**config.mk**
```make
export PLATFORM = sky130hd
export DESIGN_NAME = multi_mc_gen
export DESIGN_NICKNAME = d
export VERILOG_FILES = /design/src/rtl/multi_mc_gen.sv
export SDC_FILE = /design/constraint.sdc
export NUM_CORES = 1
export LEC_CHECK = 0
export BUFFER_PORTS_ARGS = -buffer_cell sky130_fd_sc_hd__buf_2
export CAP_MARGIN = 10
export CORE_MARGIN = 4
export CORE_UTILIZATION = 50
export DETAILED_ROUTE_END_ITERATION = 10
export PLACE_DENSITY = 0.8
export SLEW_MARGIN = 20
export SYNTH_ARGS = -nofsm -noshare
export SYNTH_HDL_FRONTEND = slang
export SYNTH_SLANG_ARGS = --single-unit
```
**constraint.sdc**
```tcl
create_clock -name Clk -period 2.13 [get_ports Clk]
set_input_delay 0.1065 -clock Clk [delete_from_list [all_inputs] [get_ports Clk]]
set_output_delay 0.1065 -clock Clk [all_outputs]
set_load 0.05 [all_outputs]
```
**src/rtl/multi_mc_gen.sv**
```systemverilog
// ---------------------------------------------------------------------------
// multi_mc_gen
// Multicycle MIPS control unit (Moore FSM). Sequences fetch, decode,
// execute, memory and writeback for lw, sw, R-type, beq, bne, j and
// (optionally) addi. Any unrecognised opcode takes a one-cycle trap state
// that redirects the PC to the exception vector. Memory states can wait
// on a MemReady handshake. Also counts retired instructions.
//
// Ports
//   Clk         rising-edge clock
//   reset       asynchronous, active-low reset
//   Op          opcode field IR[31:26]
//   MemReady    memory access completes this cycle
//   S           current state code (upper bits zero)
//   PCWrite .. RegDst          1-bit datapath controls
//   PCSource, ALUOp, ALUSrcB   2-bit datapath selects
//   IllegalOp   one-cycle trap pulse
//   InstrCount  retired-instruction count (wraps)
// ---------------------------------------------------------------------------
module multi_mc_gen #(
    parameter int STATE_W       = 4,
    parameter int CNT_W         = 16,
    parameter int ENABLE_ADDI   = 1,
    parameter int USE_MEM_READY = 1
) (
    input  logic               Clk,
    input  logic               reset,
    input  logic [5:0]         Op,
    input  logic               MemReady,
    output logic [STATE_W-1:0] S,
    output logic               PCWrite,
    output logic               PCWriteCond,
    output logic               BranchNe,
    output logic               IorD,
    output logic               MemRead,
    output logic               MemWrite,
    output logic               IRWrite,
    output logic               MemtoReg,
    output logic               ALUSrcA,
    output logic               RegWrite,
    output logic               RegDst,
    output logic [1:0]         PCSource,
    output logic [1:0]         ALUOp,
    output logic [1:0]         ALUSrcB,
    output logic               IllegalOp,
    output logic [CNT_W-1:0]   InstrCount
);

    // S_INVALID never sits in the register; it names every unused code
    // (13 .. 2^STATE_W-1) after decoding.
    typedef enum logic [3:0] {
        S_FETCH   = 4'd0,
        S_DECODE  = 4'd1,
        S_MEMADDR = 4'd2,
        S_MEMRD   = 4'd3,
        S_LWWB    = 4'd4,
        S_MEMWR   = 4'd5,
        S_REXEC   = 4'd6,
        S_RWB     = 4'd7,
        S_BRANCH  = 4'd8,
        S_JUMP    = 4'd9,
        S_ADDIEX  = 4'd10,
        S_ADDIWB  = 4'd11,
        S_TRAP    = 4'd12,
        S_INVALID = 4'd15
    } state_e;

    localparam logic [5:0] OP_RTYPE = 6'b000000;
    localparam logic [5:0] OP_J     = 6'b000010;
    localparam logic [5:0] OP_BEQ   = 6'b000100;
    localparam logic [5:0] OP_BNE   = 6'b000101;
    localparam logic [5:0] OP_ADDI  = 6'b001000;
    localparam logic [5:0] OP_LW    = 6'b100011;
    localparam logic [5:0] OP_SW    = 6'b101011;

    logic [STATE_W-1:0] state_r;
    logic [CNT_W-1:0]   instr_cnt_r;
    logic               bne_r;
    state_e             cur_s;
    state_e             nxt_s;
    logic               ready_s;
    logic               addi_ok_s;
    logic               retire_s;

    assign ready_s   = (USE_MEM_READY != 0) ? MemReady : 1'b1;
    assign addi_ok_s = (ENABLE_ADDI != 0);

    // Map the raw state register onto a named state; unused codes collapse to S_INVALID.
    always_comb begin
        cur_s = S_INVALID;
        if (state_r <= STATE_W'(4'd12)) begin
            cur_s = state_e'(state_r[3:0]);
        end else begin
            cur_s = S_INVALID;
        end
    end

    // Next-state selection and retirement detection.
    always_comb begin
        nxt_s    = S_FETCH;
        retire_s = 1'b0;
        case (cur_s)
            S_FETCH: begin
                if (ready_s) nxt_s = S_DECODE;
                else         nxt_s = S_FETCH;
            end
            S_DECODE: begin
                if ((Op == OP_LW) || (Op == OP_SW))        nxt_s = S_MEMADDR;
                else if (Op == OP_RTYPE)                   nxt_s = S_REXEC;
                else if ((Op == OP_BEQ) || (Op == OP_BNE)) nxt_s = S_BRANCH;
                else if (Op == OP_J)                       nxt_s = S_JUMP;
                else if ((Op == OP_ADDI) && addi_ok_s)     nxt_s = S_ADDIEX;
                else                                       nxt_s = S_TRAP;
            end
            S_MEMADDR: begin
                if (Op == OP_SW) nxt_s = S_MEMWR;
                else             nxt_s = S_MEMRD;
            end
            S_MEMRD: begin
                if (ready_s) nxt_s = S_LWWB;
                else         nxt_s = S_MEMRD;
            end
            S_LWWB: begin
                nxt_s    = S_FETCH;
                retire_s = 1'b1;
            end
            S_MEMWR: begin
                if (ready_s) begin
                    nxt_s    = S_FETCH;
                    retire_s = 1'b1;
                end else begin
                    nxt_s    = S_MEMWR;
                end
            end
            S_REXEC:  nxt_s = S_RWB;
            S_RWB: begin
                nxt_s    = S_FETCH;
                retire_s = 1'b1;
            end
            S_BRANCH: begin
                nxt_s    = S_FETCH;
                retire_s = 1'b1;
            end
            S_JUMP: begin
                nxt_s    = S_FETCH;
                retire_s = 1'b1;
            end
            S_ADDIEX: nxt_s = S_ADDIWB;
            S_ADDIWB: begin
                nxt_s    = S_FETCH;
                retire_s = 1'b1;
            end
            S_TRAP:   nxt_s = S_FETCH;
            default:  nxt_s = S_FETCH;
        endcase
    end

    // State register.
    always_ff @(posedge Clk or negedge reset) begin
        if (!reset) state_r <= '0;
        else        state_r <= STATE_W'(nxt_s);
    end

    // Remember bne vs beq at decode so the branch state does not depend on Op.
    always_ff @(posedge Clk or negedge reset) begin
        if (!reset)                  bne_r <= 1'b0;
        else if (cur_s == S_DECODE)  bne_r <= (Op == OP_BNE);
        else                         bne_r <= bne_r;
    end

    // Retired-instruction counter, wraps naturally at 2^CNT_W.
    always_ff @(posedge Clk or negedge reset) begin
        if (!reset)        instr_cnt_r <= '0;
        else if (retire_s) instr_cnt_r <= instr_cnt_r + CNT_W'(1'b1);
        else               instr_cnt_r <= instr_cnt_r;
    end

    assign S          = state_r;
    assign InstrCount = instr_cnt_r;

    // Moore control decode; held at zero while reset is asserted because S0 would otherwise read memory.
    always_comb begin
        PCWrite     = 1'b0;
        PCWriteCond = 1'b0;
        BranchNe    = 1'b0;
        IorD        = 1'b0;
        MemRead     = 1'b0;
        MemWrite    = 1'b0;
        IRWrite     = 1'b0;
        MemtoReg    = 1'b0;
        ALUSrcA     = 1'b0;
        RegWrite    = 1'b0;
        RegDst      = 1'b0;
        PCSource    = 2'b00;
        ALUOp       = 2'b00;
        ALUSrcB     = 2'b00;
        IllegalOp   = 1'b0;
        if (!reset) begin
            PCWrite = 1'b0;
        end else begin
            case (cur_s)
                S_FETCH: begin
                    MemRead = 1'b1;
                    IRWrite = ready_s;
                    PCWrite = ready_s;
                    ALUSrcB = 2'b01;
                end
                S_DECODE:  ALUSrcB = 2'b11;
                S_MEMADDR: begin
                    ALUSrcA = 1'b1;
                    ALUSrcB = 2'b10;
                end
                S_MEMRD: begin
                    MemRead = 1'b1;
                    IorD    = 1'b1;
                end
                S_LWWB: begin
                    RegWrite = 1'b1;
                    MemtoReg = 1'b1;
                end
                S_MEMWR: begin
                    MemWrite = 1'b1;
                    IorD     = 1'b1;
                end
                S_REXEC: begin
                    ALUSrcA = 1'b1;
                    ALUOp   = 2'b10;
                end
                S_RWB: begin
                    RegWrite = 1'b1;
                    RegDst   = 1'b1;
                end
                S_BRANCH: begin
                    ALUSrcA     = 1'b1;
                    ALUOp       = 2'b01;
                    PCWriteCond = 1'b1;
                    PCSource    = 2'b01;
                    BranchNe    = bne_r;
                end
                S_JUMP: begin
                    PCWrite  = 1'b1;
                    PCSource = 2'b10;
                end
                S_ADDIEX: begin
                    ALUSrcA = 1'b1;
                    ALUSrcB = 2'b10;
                end
                S_ADDIWB:  RegWrite = 1'b1;
                S_TRAP: begin
                    IllegalOp = 1'b1;
                    PCWrite   = 1'b1;
                    PCSource  = 2'b11;
                end
                default:   IllegalOp = 1'b0;
            endcase
        end
    end

endmodule

```
==> results of run 1 <==
==> cells in the final DEF, fill, tap and decap left out, drive strengths merged, types with 3 or more instances in the layout <==
cell    synthesis  layout
buf             4      53
dfrtp          21      21
nor2           17      17
nand2          15      15
xnor2          13      13
nand4           9       9
nand3           9       9
nor3            8       8
nand2b          5       5
nor2b           5       5
nor4            5       5
and3            5       5
xor2            4       4
nor4b           4       4
a21oi           3       3
clkbuf          6       3
and2            3       3
nor3b           3       3
==> flip-flops by register name, summed over array words and instances, names as in the netlist <==
register    count
InstrCount     16
S               4
bne_r           1
==> through the flow <==
| stage | hold WS (ns) | util (%) |
|---|---|---|
| 6_report | 0.0885 | 67.4 |
| 4_1_cts | 0.0859 | 67.4 |
| 2_1_floorplan | -0.189 | - |
| 3_5_place_dp | 0.0227 | 65.9 |
| 5_1_grt | 0.0908 | 67.4 |
| 3_3_place_gp | 0.0178 | 65.9 |
==> power by group through the flow <==
stage	clock (mW)	combinational, mW	sequential, mW
2_1_floorplan	0	0.932	0.874
3_3_place_gp	0	1.54	0.592
3_5_place_dp	0	1.57	0.601
4_1_cts	0.193	1.57	0.592
5_1_grt	0.205	1.68	0.608
6_report	0.189	1.57	0.595
==> worst max-delay path, stage by stage, from the launching register on <==
cell and delay [ns]:
sky130_fd_sc_hd__dfrtp_1 0.41, sky130_fd_sc_hd__buf_4 0.20, sky130_fd_sc_hd__nor2_1 0.16, sky130_fd_sc_hd__and3_2 0.22, sky130_fd_sc_hd__and2b_2 0.17, sky130_fd_sc_hd__and2_2 0.13, sky130_fd_sc_hd__buf_2 0.25
==> layout make-up <==
cell class | count | area (µm²) | share of cell area [%]
well taps | 30 | 37.5 | 2.19
multi-input cells | 128 | 825 | 48.1
repair buffers | 54 | 293 | 17.1
clock buffers | 3 | 22.5 | 1.31
flip-flops and latches | 21 | 526 | 30.6
clock inverters | 1 | 5.00 | 0.292
inverters | 2 | 7.51 | 0.438
==> cells by family (layout without fill, tap and decap cells) <==
family / count (synthesis) / count (layout) / synth area share [%]
and+or+nand+nor: 93 / 93 / 36.9
AOI/OAI and AO/OA: 16 / 16 / 8.03
xor gates and xnor gates: 17 / 17 / 10.9
buffers and inverters: 12 / 60 / 4.29
adders and majority gates: 1 / 1 / 0.912
muxes: 1 / 1 / 0.730
DFF: 21 / 21 / 38.3
==> synthesized netlist by cell type (3+ instances only) <==
cell and number:
sky130_fd_sc_hd__dfrtp_1 21, sky130_fd_sc_hd__nor2_1 16, sky130_fd_sc_hd__nand2_1 15, sky130_fd_sc_hd__xnor2_1 13
sky130_fd_sc_hd__nand3_1 9, sky130_fd_sc_hd__nand4_1 9, sky130_fd_sc_hd__nor3_1 8, sky130_fd_sc_hd__clkbuf_1 6
sky130_fd_sc_hd__and3_1 5, sky130_fd_sc_hd__nand2b_1 5, sky130_fd_sc_hd__nor2b_1 5, sky130_fd_sc_hd__nor4_1 5
sky130_fd_sc_hd__nor4b_1 4, sky130_fd_sc_hd__xor2_1 4, sky130_fd_sc_hd__a21oi_1 3, sky130_fd_sc_hd__and2_1 3
sky130_fd_sc_hd__nor3b_1 3
==> worst paths after layout <==
check	startpoint	to	slack, ns	depth (start not counted)
max	S[0]	BranchNe	0.18	6
min	Op[0]	bne_r	0.09	3
max reg2reg	S[2]	InstrCount[9]	0.23	4
min reg2reg	InstrCount[15]	InstrCount[15]	0.48	1
max in group asynchronous	reset	S[0]	1.42	3
min in group asynchronous	reset	InstrCount[3]	0.23	2
==> timing repair <==
action,CTS,global route
buffers inserted,0,0
endpoints found under the hold margin,10,0
hold buffers,1,0
==> metal layers <==
metal  vias up  part of all wire [%]
met4         0                   1.3
met2        50                    50
met3         6                   7.0
met1       682                    41
met5         -                     0
li1        672                     -
==> impl_table.tex, run 1 <==
\begin{tabular}{lr}
\hline
Metric & Value \\
\hline
\multicolumn{2}{l}{\textbf{Synthesis}} \\
Share of synthesized area occupied by flip-flops and latches & 38.3\% \\
Post-Synthesis Cell Area & 1370 µm² \\
Cell taking the most area after synthesis & sky130\_fd\_sc\_hd\_\_dfrtp\_1 \\
Number of distinct library cells after synthesis & 40 \\
Most used flip-flop cell after synthesis & sky130\_fd\_sc\_hd\_\_dfrtp\_1 \\
Yosys synthesis warning count & 0 \\
Synth Area per Inst & 8.52 µm² \\
Count of flip-flops with a built-in enable after synthesis & 0 \\
Top area cells in the synthesized netlist & sky130\_fd\_sc\_hd\_\_dfrtp\_1 38\%, sky130\_fd\_sc\_hd\_\_xnor2\_1 8.3\%, sky130\_fd\_sc\_hd\_\_nor2\_1 4.4\% \\
Post-synth top area share & 38.3\% \\
Net count after synthesis & 171 \\
Post-Synthesis Cells & 161 \\
Share of flip-flops with an asynchronous set or reset & 100\% \\
FF+latch count, synth & 21 \\
\multicolumn{2}{l}{\textbf{Worst setup path}} \\
Crit path max fanout & 17 \\
WP data arrival & 1.84 ns \\
Crit start category & flip-flop \\
Worst Path Class, Setup & reg -> out \\
Worst Setup End Kind & primary output \\
Critical path data required time & 2.02 ns \\
\multicolumn{2}{l}{\textbf{Timing}} \\
Final Skew & 0.0109 ns \\
Highest clock rate & 513 MHz \\
Final critical path time including I/O delays and setup & 1.95 ns \\
Slew at the pin closest to its max-slew limit & 0.518 ns \\
Accumulated negative setup slack & 0 ns \\
Worst rel slew slack & 64.5\% \\
Slack of the critical path & 0.180 ns \\
Final hold viol count & 0 \\
Count of final max-slew check failures & 0 \\
Portion of the clock cycle consumed by the worst path in the final layout & 91.6\% \\
Setup violators final & 0 \\
Unrepaired setup endpoints after global routing & no \\
\multicolumn{2}{l}{\textbf{Floorplan}} \\
Area of the die & 3640 µm² \\
Top-Level Pins & 47 \\
Height of the chip & 60.4 µm \\
Initial cell density of the core & 53.9\% \\
\# rows & 18 \\
Horiz. Die Dim & 60.4 µm \\
Area of the placeable core & 2540 µm² \\
\multicolumn{2}{l}{\textbf{Power and ir drop}} \\
Cell-internal power & 1.01 mW \\
Worst ir drop on vdd & 0.00102 V \\
Sequential Power Share & 25.3\% \\
Sw frac & 57.1\% \\
Post-layout power & 2.35 mW \\
Pwr dens & 1370 nW/µm² \\
Power share of the clock group & 8.0\% \\
NetSw & 1.34 mW \\
Combinational share of power & 66.7\% \\
Cell leakage power & 0.809 nW \\
\multicolumn{2}{l}{\textbf{Global route}} \\
Total track usage & 21.0\% \\
Global-route track usage on met3 & 2.98\% \\
Largest net degree at the start of global routing & 20 \\
Final global-route overflow total & 0 \\
Global-route wire length before repair & 5850 µm \\
Vias in the first global route & 1,330 \\
Busiest layer in global routing & met2 \\
Antenna violations before repair & 0 \\
Met2 GRT Util & 36.3\% \\
Met1 layer usage reported by global route & 27.0\% \\
\multicolumn{2}{l}{\textbf{Placed design}} \\
Worst slack at placement & 0.243 ns \\
Port buffer count & 46 \\
Half-perimeter wire length after detailed placement & 2710 µm \\
Dpl cells & 234 \\
Placed standard-cell area & 1680 µm² \\
GPL Wtd Cong & 0.819 \\
\multicolumn{2}{l}{\textbf{Final layout}} \\
Antenna diodes & 0 \\
Fraction of final layout cells sized beyond drive strength 1 & 33.0\% \\
Final design area excluding fillers & 1720 µm² \\
Fin cells & 239 \\
Nets & 220 \\
Synthesis-to-finish area growth & 25.1\% \\
Filler Cell Count & 227 \\
\multicolumn{2}{l}{\textbf{Routing}} \\
DRT antenna net count & 0 \\
Count of unresolved DRC violations after routing & 0 \\
Overall routed net length & 3520 µm \\
DR iter-0 viols & 64 \\
Overall via count from detail\_route & 1,410 \\
Detailed-routing iteration count for the pre-antenna-repair pass & 4 \\
Average wire length per cell after detail routing & 14.7 µm \\
Routed vias/inst & 5.90 \\
\multicolumn{2}{l}{\textbf{Clock tree}} \\
Number of clock buffers inserted by TritonCTS & 3 \\
Clock tree from TritonCTS & done \\
Clock tree sinks & 21 \\
Clock network latency to the later pin of the worst-skew pair & 0.31 ns \\
Clk root buf & sky130\_fd\_sc\_hd\_\_clkbuf\_4 \\
CTS max path bufs & 2 \\
Count of cells resized by post-cts repair & 0 \\
\# H-tree levels & 1 \\
Clock-pin slew of the registers on the worst-case setup and hold paths & 0.12 ns \\
\multicolumn{2}{l}{\textbf{Run}} \\
Number of maximum-capacitance constraint violations & 0 \\
\multicolumn{2}{l}{\textbf{Hold path}} \\
Path class of the lowest-slack min-delay path & in -> reg \\
\multicolumn{2}{l}{\textbf{Run status}} \\
Status & complete, no violations \\
\hline
\end{tabular}
(Power assumes the default switching activity.)
==> run 2, diff against run 1 <==
--- a/config.mk
+++ b/config.mk
@@ -8,9 +8,9 @@
 export BUFFER_PORTS_ARGS = -buffer_cell sky130_fd_sc_hd__buf_2
 export CAP_MARGIN = 10
 export CORE_MARGIN = 4
-export CORE_UTILIZATION = 50
+export CORE_UTILIZATION = 45
 export DETAILED_ROUTE_END_ITERATION = 10
-export PLACE_DENSITY = 0.8
+export PLACE_DENSITY = 0.76
 export SLEW_MARGIN = 20
 export SYNTH_ARGS = -nofsm -noshare
 export SYNTH_HDL_FRONTEND = slang
==> constraint.sdc (replaced) <==
create_clock -name Clk -period 1.6 [get_ports Clk]
set_input_delay 0.08 -clock Clk [delete_from_list [all_inputs] [get_ports Clk]]
set_output_delay 0.08 -clock Clk [all_outputs]
set_load 0.05 [all_outputs]
==> impl_table.tex, run 2 (synthesized netlist as in run 1, its figures left out) <==
\begin{tabular}{lr}
\hline
Metric & Value \\
\hline
\multicolumn{2}{l}{\textbf{Worst setup path}} \\
Critical Path Max Stage Delay & 0.70 ns (was 0.41 ns) \\
Setup slack, reg-to-reg & -0.32 ns (was 0.23 ns) \\
WP data arrival & 2.14 ns (was 1.84 ns) \\
Worst Setup End Kind & flip-flop (was primary output) \\
Worst setup path endpoint & InstrCount[11] (was BranchNe) \\
Worst Path Class, Setup & reg -> reg (was reg -> out) \\
Crit path max fanout & 5 (was 17) \\
Critical path launch point & S[3] (was S[0]) \\
Crit start category & flip-flop (unchanged) \\
Cell type of the slowest stage on the worst timing path & sky130\_fd\_sc\_hd\_\_nor4b\_2 (was sky130\_fd\_sc\_hd\_\_dfrtp\_1) \\
Cell breakdown of the critical path & buf\_6 -> nor4b\_2 -> or4\_4 -> nor4\_4 -> xor2\_1 (was buf\_4 -> nor2\_1 -> and3\_2 -> and2b\_2 -> and2\_2 -> buf\_2) \\
Crit Reg-Reg Startpoint & S[3] (was S[2]) \\
Worst r2r path cells & 5 (was 4) \\
Critical R2R Capture & InstrCount[11] (was InstrCount[9]) \\
Critical path data required time & 1.81 ns (was 2.02 ns) \\
\multicolumn{2}{l}{\textbf{Final layout}} \\
Commonest non-fill, non-tap cell in the layout & sky130\_fd\_sc\_hd\_\_buf\_2 (unchanged) \\
Commonest non-fill, non-tap cells in the layout & 28 x sky130\_fd\_sc\_hd\_\_buf\_2, 24 x sky130\_fd\_sc\_hd\_\_buf\_6, 24 x sky130\_fd\_sc\_hd\_\_buf\_4 (was 46 x sky130\_fd\_sc\_hd\_\_buf\_2, 21 x sky130\_fd\_sc\_hd\_\_dfrtp\_1, 15 x sky130\_fd\_sc\_hd\_\_nor2\_1, 15 x sky130\_fd\_sc\_hd\_\_nand2\_1, 13 x sky130\_fd\_sc\_hd\_\_xnor2\_1) \\
Max reg flops & 16 (unchanged) \\
Total area of sequential cells & 537 µm² (was 526 µm²) \\
Final design area excluding fillers & 2580 µm² (was 1720 µm²) \\
Antenna diodes & 0 (unchanged) \\
Filler Cell Count & 94 (was 227) \\
Synthesis-to-finish area growth & 88.4\% (was 25.1\%) \\
Nets & 256 (was 220) \\
Fraction of final layout cells sized beyond drive strength 1 & 60.8\% (was 33.0\%) \\
Fin cells & 276 (was 239) \\
Multi-input combinational cell area & 1150 µm² (was 825 µm²) \\
\multicolumn{2}{l}{\textbf{Timing}} \\
Highest clock rate & 520 MHz \\
Count of final max-slew check failures & 0 (unchanged) \\
Worst rel slew slack & 46.9\% (was 64.5\%) \\
Final hold viol count & 0 (unchanged) \\
Slew at the pin closest to its max-slew limit & 0.795 ns (was 0.518 ns) \\
Final critical path time including I/O delays and setup & 1.92 ns \\
Slack of the critical path & -0.325 ns (was 0.180 ns) \\
Setup violators final & 33 (was 0) \\
Final Skew & 0.0177 ns (was 0.0109 ns) \\
Portion of the clock cycle consumed by the worst path in the final layout & 120\% \\
Unrepaired setup endpoints after global routing & yes (was no) \\
\multicolumn{2}{l}{\textbf{Floorplan}} \\
Height of the chip & 63.2 µm (was 60.4 µm) \\
Initial cell density of the core & 48.5\% (was 53.9\%) \\
Top-Level Pins & 47 (unchanged) \\
Area of the die & 3990 µm² (was 3640 µm²) \\
Horiz. Die Dim & 63.2 µm (was 60.4 µm) \\
\# rows & 19 (was 18) \\
Area of the placeable core & 2830 µm² (was 2540 µm²) \\
\multicolumn{2}{l}{\textbf{Run}} \\
Number of maximum-capacitance constraint violations & 0 (unchanged) \\
\multicolumn{2}{l}{\textbf{Clock tree}} \\
CTS max path bufs & 2 (unchanged) \\
Clock tree from TritonCTS & done (unchanged) \\
Number of clock buffers inserted by TritonCTS & 3 (unchanged) \\
Clock network latency to the later pin of the worst-skew pair & 0.32 ns (was 0.31 ns) \\
\# H-tree levels & 1 (unchanged) \\
Clock tree sinks & 21 (unchanged) \\
Clk root buf & sky130\_fd\_sc\_hd\_\_clkbuf\_4 (unchanged) \\
Clock-pin slew of the registers on the worst-case setup and hold paths & 0.13 ns (was 0.12 ns) \\
\multicolumn{2}{l}{\textbf{Global route}} \\
Largest net degree at the start of global routing & 18 (was 20) \\
Antenna violations before repair & 0 (unchanged) \\
Global-route wire length before repair & 8270 µm (was 5850 µm) \\
Final global-route overflow total & 0 (unchanged) \\
Vias in the first global route & 1,622 (was 1,330) \\
Total track usage & 25.8\% (was 21.0\%) \\
\multicolumn{2}{l}{\textbf{Placed design}} \\
Port buffer count & 46 (unchanged) \\
Dpl cells & 248 (was 234) \\
GPL Wtd Cong & 0.782 (was 0.819) \\
Placed standard-cell area & 1970 µm² (was 1680 µm²) \\
Half-perimeter wire length after detailed placement & 3000 µm (was 2710 µm) \\
Worst slack at placement & -0.197 ns (was 0.243 ns) \\
\multicolumn{2}{l}{\textbf{Routing}} \\
DR iter-0 viols & 198 (was 64) \\
DRT antenna net count & 0 (unchanged) \\
Routed vias/inst & 6.45 (was 5.90) \\
Overall via count from detail\_route & 1,781 (was 1,410) \\
Detailed-routing iteration count for the pre-antenna-repair pass & 5 (was 4) \\
Count of unresolved DRC violations after routing & 0 (unchanged) \\
Overall routed net length & 6510 µm (was 3520 µm) \\
Average wire length per cell after detail routing & 23.6 µm (was 14.7 µm) \\
\multicolumn{2}{l}{\textbf{Hold path}} \\
Path class of the lowest-slack min-delay path & in -> async (was in -> reg) \\
\multicolumn{2}{l}{\textbf{Power and ir drop}} \\
Cell leakage power & 1.14 nW (was 0.809 nW) \\
Pwr dens & 1940 nW/µm² (was 1370 nW/µm²) \\
Worst ir drop on vdd & 0.00135 V (was 0.00102 V) \\
\multicolumn{2}{l}{\textbf{Run status}} \\
Status & finished, violations left (was complete, no violations) \\
Failing checks & setup timing \\
\hline
\end{tabular}
==> run 2: changes by cell type in the layout (fill, tap and decap cells not counted), sizes merged <==
cell          delta
dlymetal6s4s     +1
clkbuf           +2
dlygate4sd3      -1
buf             +33
clkinv           -1
bufbuf           +1
nor4             +1
==> run 2: per-stage QoR <==
step	utilization, %	hold WS (ns)	power (mW)	setup TNS [ns]
floorplan	-	-0.216	2.86	-1.79
global placement	69.3	0.109	3.26	-4.66
CTS	84.0	0.0808	4.30	-2.88
detailed placement	69.6	0.101	3.36	-1.85
global route	91.3	0.0375	5.20	-7.57
finish	91.3	0.0456	5.01	-5.86
==> run 2: worst min path at each step <==
stage | endpoint | cells past startpoint
after global placement | bne_r | 2
after detailed placement | S[2] | 2
after CTS | bne_r | 3
after floorplan | InstrCount[0] | 0
final | InstrCount[1] | 3
after global routing | InstrCount[1] | 3
==> run 2: timing repair <==
item                                    4_1_cts  5_1_grt
cloned                                        2        1
endpoints found under the hold margin        21        0
pin swaps                                     8       19
resized for setup                            68       24
endpoints found under the setup margin       34       36
hold buffers                                  1        0
setup buffers                                10       12
==> run 2: area by class of cell <==
cell class                 count  area share [%]
multi-input combinational    129            44.6
tap                           31            1.50
clock buffer                   4            1.02
inverter                       2           0.291
sequential                    21            20.8
timing repair buffer          89            31.8
==> run 2: critical path, delay by kind of cell, from the launching register on <==
kind / cells / cell delay, ns
simple gates: 3 / 1.08
flops: 1 / 0.45
xor+xnor: 1 / 0.15
buf+inv: 1 / 0.14
==> run 2: power by group <==
| part | switching (mW) | internal [mW] | total [mW] |
|---|---|---|---|
| logic | 2.25 | 1.62 | 3.87 |
| clock network | 0.176 | 0.0976 | 0.274 |
| registers | 0.203 | 0.666 | 0.868 |
==> run 2: layer usage <==
metal / part of all wire [%] / up-vias / wire (µm) / global-route usage, %
li1: - / 748 / - / -
met1: 37 / 843 / 2380 / 33.4
met3: 9.5 / 36 / 620 / 4.26
met5: 0 / - / 0 / 0
met2: 48 / 154 / 3140 / 44.8
met4: 5.6 / 0 / 367 / 5.93
==> run 3, diff against run 2 <==
--- a/config.mk
+++ b/config.mk
@@ -5,12 +5,14 @@
 export SDC_FILE = /design/constraint.sdc
 export NUM_CORES = 1
 export LEC_CHECK = 0
+export ABC_AREA = 1
 export BUFFER_PORTS_ARGS = -buffer_cell sky130_fd_sc_hd__buf_2
 export CAP_MARGIN = 10
 export CORE_MARGIN = 4
-export CORE_UTILIZATION = 45
+export CORE_UTILIZATION = 47
 export DETAILED_ROUTE_END_ITERATION = 10
 export PLACE_DENSITY = 0.76
+export SETUP_SLACK_MARGIN = 0.15
 export SLEW_MARGIN = 20
 export SYNTH_ARGS = -nofsm -noshare
 export SYNTH_HDL_FRONTEND = slang
==> impl_table.tex, run 3 <==
\begin{tabular}{lr}
\hline
Metric & Value \\
\hline
\multicolumn{2}{l}{\textbf{Run status}} \\
Status & finished, violations left (unchanged) \\
Failing checks & setup timing (unchanged) \\
\multicolumn{2}{l}{\textbf{Timing}} \\
Slack of the critical path & -0.131 ns (was -0.325 ns) \\
Final hold viol count & 0 (unchanged) \\
Setup violators final & 16 (was 33) \\
Portion of the clock cycle consumed by the worst path in the final layout & 108\% (was 120\%) \\
Count of final max-slew check failures & 0 (unchanged) \\
Worst rel slew slack & 81.7\% (was 46.9\%) \\
Final Skew & 0.00123 ns (was 0.0177 ns) \\
Unrepaired setup endpoints after global routing & yes (unchanged) \\
Slew at the pin closest to its max-slew limit & 0.273 ns (was 0.795 ns) \\
Final critical path time including I/O delays and setup & 1.73 ns (was 1.92 ns) \\
Accumulated negative setup slack & -1.04 ns (was -5.86 ns) \\
Final worst hold slack & 0.0402 ns (was 0.0456 ns) \\
Highest clock rate & 578 MHz (was 520 MHz) \\
\multicolumn{2}{l}{\textbf{Floorplan}} \\
Initial cell density of the core & 48.8\% (was 48.5\%) \\
Height of the chip & 67.1 µm (was 63.2 µm) \\
Area of the placeable core & 3360 µm² (was 2830 µm²) \\
Top-Level Pins & 47 (unchanged) \\
\# rows & 21 (was 19) \\
Horiz. Die Dim & 67.1 µm (was 63.2 µm) \\
Area of the die & 4500 µm² (was 3990 µm²) \\
\multicolumn{2}{l}{\textbf{Power and ir drop}} \\
Pwr dens & 1670 nW/µm² (was 1940 nW/µm²) \\
Worst ir drop on vdd & 0.000767 V (was 0.00135 V) \\
Cell leakage power & 1.28 nW (was 1.14 nW) \\
\multicolumn{2}{l}{\textbf{Synthesis}} \\
Yosys synthesis warning count & 0 (unchanged) \\
Most used flip-flop cell after synthesis & sky130\_fd\_sc\_hd\_\_dfrtp\_1 (unchanged) \\
Share of the synthesized area in compound gates (AO/OA/AOI/OAI) & 4.42\% (was 8.03\%) \\
Most frequent cell after synthesis & sky130\_fd\_sc\_hd\_\_nand2\_1 (was sky130\_fd\_sc\_hd\_\_dfrtp\_1) \\
Post-Synthesis Cells & 254 (was 161) \\
Net count after synthesis & 264 (was 171) \\
Number of distinct library cells after synthesis & 26 (was 40) \\
Xor and xnor fraction of the mapped netlist area & 3.73\% (was 10.9\%) \\
Post-Synthesis Cell Area & 1640 µm² (was 1370 µm²) \\
Share of flip-flops with an asynchronous set or reset & 100\% (unchanged) \\
Most numerous cell types in the synthesized netlist & 84 x sky130\_fd\_sc\_hd\_\_nand2\_1, 35 x sky130\_fd\_sc\_hd\_\_nor2\_1, 28 x sky130\_fd\_sc\_hd\_\_inv\_1, 28 x sky130\_fd\_sc\_hd\_\_nand4\_1, 21 x sky130\_fd\_sc\_hd\_\_dfrtp\_1 (was 21 x sky130\_fd\_sc\_hd\_\_dfrtp\_1, 16 x sky130\_fd\_sc\_hd\_\_nor2\_1, 15 x sky130\_fd\_sc\_hd\_\_nand2\_1) \\
Top area cells in the synthesized netlist & sky130\_fd\_sc\_hd\_\_dfrtp\_1 32\%, sky130\_fd\_sc\_hd\_\_nand2\_1 19\%, sky130\_fd\_sc\_hd\_\_nand4\_1 11\% (was sky130\_fd\_sc\_hd\_\_dfrtp\_1 38\%, sky130\_fd\_sc\_hd\_\_xnor2\_1 8.3\%, sky130\_fd\_sc\_hd\_\_nor2\_1 4.4\%) \\
Count of flip-flops with a built-in enable after synthesis & 0 (unchanged) \\
Mux contribution to synthesized area & 0\% (was 0.730\%) \\
Share of synthesized area occupied by flip-flops and latches & 32.0\% (was 38.3\%) \\
FF+latch count, synth & 21 (unchanged) \\
Post-synth top area share & 32.0\% (was 38.3\%) \\
Main combinational cell family by area after synthesis & simple AND/OR/NAND/NOR gates (unchanged) \\
Simple logic cell fraction of the synthesized area & 49.6\% (was 36.9\%) \\
Cell taking the most area after synthesis & sky130\_fd\_sc\_hd\_\_dfrtp\_1 (unchanged) \\
Synth Area per Inst & 6.46 µm² (was 8.52 µm²) \\
Adder-Cell Fraction of Synth Area & 0.762\% (was 0.912\%) \\
\multicolumn{2}{l}{\textbf{Clock tree}} \\
\# H-tree levels & 1 (unchanged) \\
Number of clock buffers inserted by TritonCTS & 3 (unchanged) \\
Clk root buf & sky130\_fd\_sc\_hd\_\_clkbuf\_4 (unchanged) \\
CTS max path bufs & 2 (unchanged) \\
Clock network latency to the later pin of the worst-skew pair & 0.30 ns (was 0.32 ns) \\
Clock-pin slew of the registers on the worst-case setup and hold paths & 0.12 ns (was 0.13 ns) \\
Clock tree sinks & 21 (unchanged) \\
Clock tree from TritonCTS & done (unchanged) \\
\multicolumn{2}{l}{\textbf{Routing}} \\
DR iter-0 viols & 231 (was 198) \\
Detailed-routing iteration count for the pre-antenna-repair pass & 4 (was 5) \\
Overall via count from detail\_route & 2,091 (was 1,781) \\
Overall routed net length & 5850 µm (was 6510 µm) \\
Average wire length per cell after detail routing & 15.7 µm (was 23.6 µm) \\
Count of unresolved DRC violations after routing & 0 (unchanged) \\
DRT antenna net count & 0 (unchanged) \\
Routed vias/inst & 5.62 (was 6.45) \\
\multicolumn{2}{l}{\textbf{Final layout}} \\
Commonest non-fill, non-tap cell in the layout & sky130\_fd\_sc\_hd\_\_nand2\_1 (was sky130\_fd\_sc\_hd\_\_buf\_2) \\
Antenna diodes & 0 (unchanged) \\
Commonest non-fill, non-tap cells in the layout & 78 x sky130\_fd\_sc\_hd\_\_nand2\_1, 28 x sky130\_fd\_sc\_hd\_\_nand4\_1, 28 x sky130\_fd\_sc\_hd\_\_buf\_2, 21 x sky130\_fd\_sc\_hd\_\_nor2\_1, 20 x sky130\_fd\_sc\_hd\_\_buf\_6 (was 28 x sky130\_fd\_sc\_hd\_\_buf\_2, 24 x sky130\_fd\_sc\_hd\_\_buf\_6, 24 x sky130\_fd\_sc\_hd\_\_buf\_4) \\
Fraction of final layout cells sized beyond drive strength 1 & 42.6\% (was 60.8\%) \\
Nets & 337 (was 256) \\
Synthesis-to-finish area growth & 56.7\% (was 88.4\%) \\
Max reg flops & 16 (unchanged) \\
Fraction of the core area covered by cells at the end of the flow & 76.5\% (was 91.3\%) \\
\multicolumn{2}{l}{\textbf{Worst setup path}} \\
WP data arrival & 1.65 ns (was 2.14 ns) \\
Cell type group with the largest total delay on the critical path & flip-flops (was simple AND/OR/NAND/NOR gates) \\
Bufs and invs on worst path & 3 (was 1) \\
Cell type of the slowest stage on the worst timing path & sky130\_fd\_sc\_hd\_\_dfrtp\_2 (was sky130\_fd\_sc\_hd\_\_nor4b\_2) \\
Worst Path Class, Setup & reg -> out (was reg -> reg) \\
Setup slack, reg-to-reg & -0.02 ns (was -0.32 ns) \\
Crit start category & flip-flop (unchanged) \\
Cell breakdown of the critical path & buf\_4 -> nor2\_4 -> nand2\_1 -> nand2\_1 -> inv\_2 -> a21oi\_4 -> buf\_6 (was buf\_6 -> nor4b\_2 -> or4\_4 -> nor4\_4 -> xor2\_1) \\
Critical Path Max Stage Delay & 0.52 ns (was 0.70 ns) \\
Worst Setup End Kind & primary output (was flip-flop) \\
Most frequent cell on the critical path & sky130\_fd\_sc\_hd\_\_nand2\_1 \\
Critical path data required time & 1.52 ns (was 1.81 ns) \\
Crit path max fanout & 7 (was 5) \\
\multicolumn{2}{l}{\textbf{Hold path}} \\
Path class of the lowest-slack min-delay path & in -> reg (was in -> async) \\
\multicolumn{2}{l}{\textbf{Placed design}} \\
Port buffer count & 46 (unchanged) \\
GPL Wtd Cong & 0.864 (was 0.782) \\
Half-perimeter wire length after detailed placement & 3350 µm (was 3000 µm) \\
\multicolumn{2}{l}{\textbf{Global route}} \\
Final global-route overflow total & 0 (unchanged) \\
Vias in the first global route & 1,893 (was 1,622) \\
Total track usage & 26.1\% (was 25.8\%) \\
Global-route wire length before repair & 9040 µm (was 8270 µm) \\
Antenna violations before repair & 0 (unchanged) \\
Largest net degree at the start of global routing & 22 (was 18) \\
\multicolumn{2}{l}{\textbf{Run}} \\
Number of maximum-capacitance constraint violations & 0 (unchanged) \\
\hline
\end{tabular}
[run 3: changes by cell type after synthesis, sizes merged, moves of 6 or more]
| cell | change |
|---|---|
| xnor2 | -9 |
| nand4 | +19 |
| nand3 | +9 |
| nand2 | +72 |
| nor2 | +22 |
| inv | +29 |
| nor3 | -6 |
[run 3: layout make-up]
| cell class | count | area [µm²] |
|---|---|---|
| fill | 253 | 791 |
| clock buffer | 4 | 26.3 |
| inverter | 31 | 126 |
| multi-input combinational | 197 | 1220 |
| tap | 46 | 57.6 |
| timing repair buffer | 73 | 598 |
| sequential | 21 | 539 |
[run 3: kinds of logic after synthesis]
group | after synthesis
flops | 21
fa+ha+maj | 1
buf+inv | 37
compound gates | 13
xor+xnor | 7
simple gates | 175
[run 3: final timing paths]
check	from	endpoint	cells past startpoint
setup / recovery	S[2]	PCWrite	7
hold / removal	Op[0]	bne_r	3
setup reg to reg	S[2]	InstrCount[1]	8
hold reg to reg	bne_r	bne_r	2
max in group asynchronous	reset	InstrCount[6]	3
min in group asynchronous	reset	InstrCount[15]	3
[run 3: through the flow]
step / instance area, µm² / total power, mW / std cells / setup slack [ns]
final: 2570 / 4.30 / 372 / -0.131
after detailed placement: 2130 / 3.02 / 348 / 0.106
after global routing: 2570 / 4.48 / 372 / -0.211
after CTS: 2460 / 3.87 / 369 / -0.0345
after floorplan: 1810 / 2.55 / 254 / 0.0360
after global placement: 2130 / 3.00 / 348 / 0.140
[run 3: routing by layer]
| metal | track usage [%] | up-vias | routed length [µm] | part of all wire [%] |
|---|---|---|---|---|
| li1 | - | 973 | - | - |
| met1 | 35.8 | 976 | 2450 | 42 |
| met2 | 40.5 | 113 | 2660 | 45 |
| met3 | 4.05 | 29 | 463 | 7.9 |
| met4 | 11.1 | 0 | 279 | 4.8 |
| met5 | 0 | - | 0 | 0 |
[run 3: timing repair]
action	4_1_cts	5_1_grt
pin swaps	11	12
buffers inserted	14	3
resized for setup	56	25
setup endpoints to repair	34	37
hold endpoints to repair	21	0
cloned	2	0
hold buffers	1	0
[run 3: worst reg2reg max path: cells and delay by family, from the launching register on]
kind,cells,cell delay (ns)
buffers and inverters,4,0.61
DFF,1,0.52
and+or+nand+nor,4,0.39
[run 3: report_power, final]
group	internal, mW	switching (mW)
clock network	0.0972	0.160
logic	1.11	2.04
registers	0.647	0.236
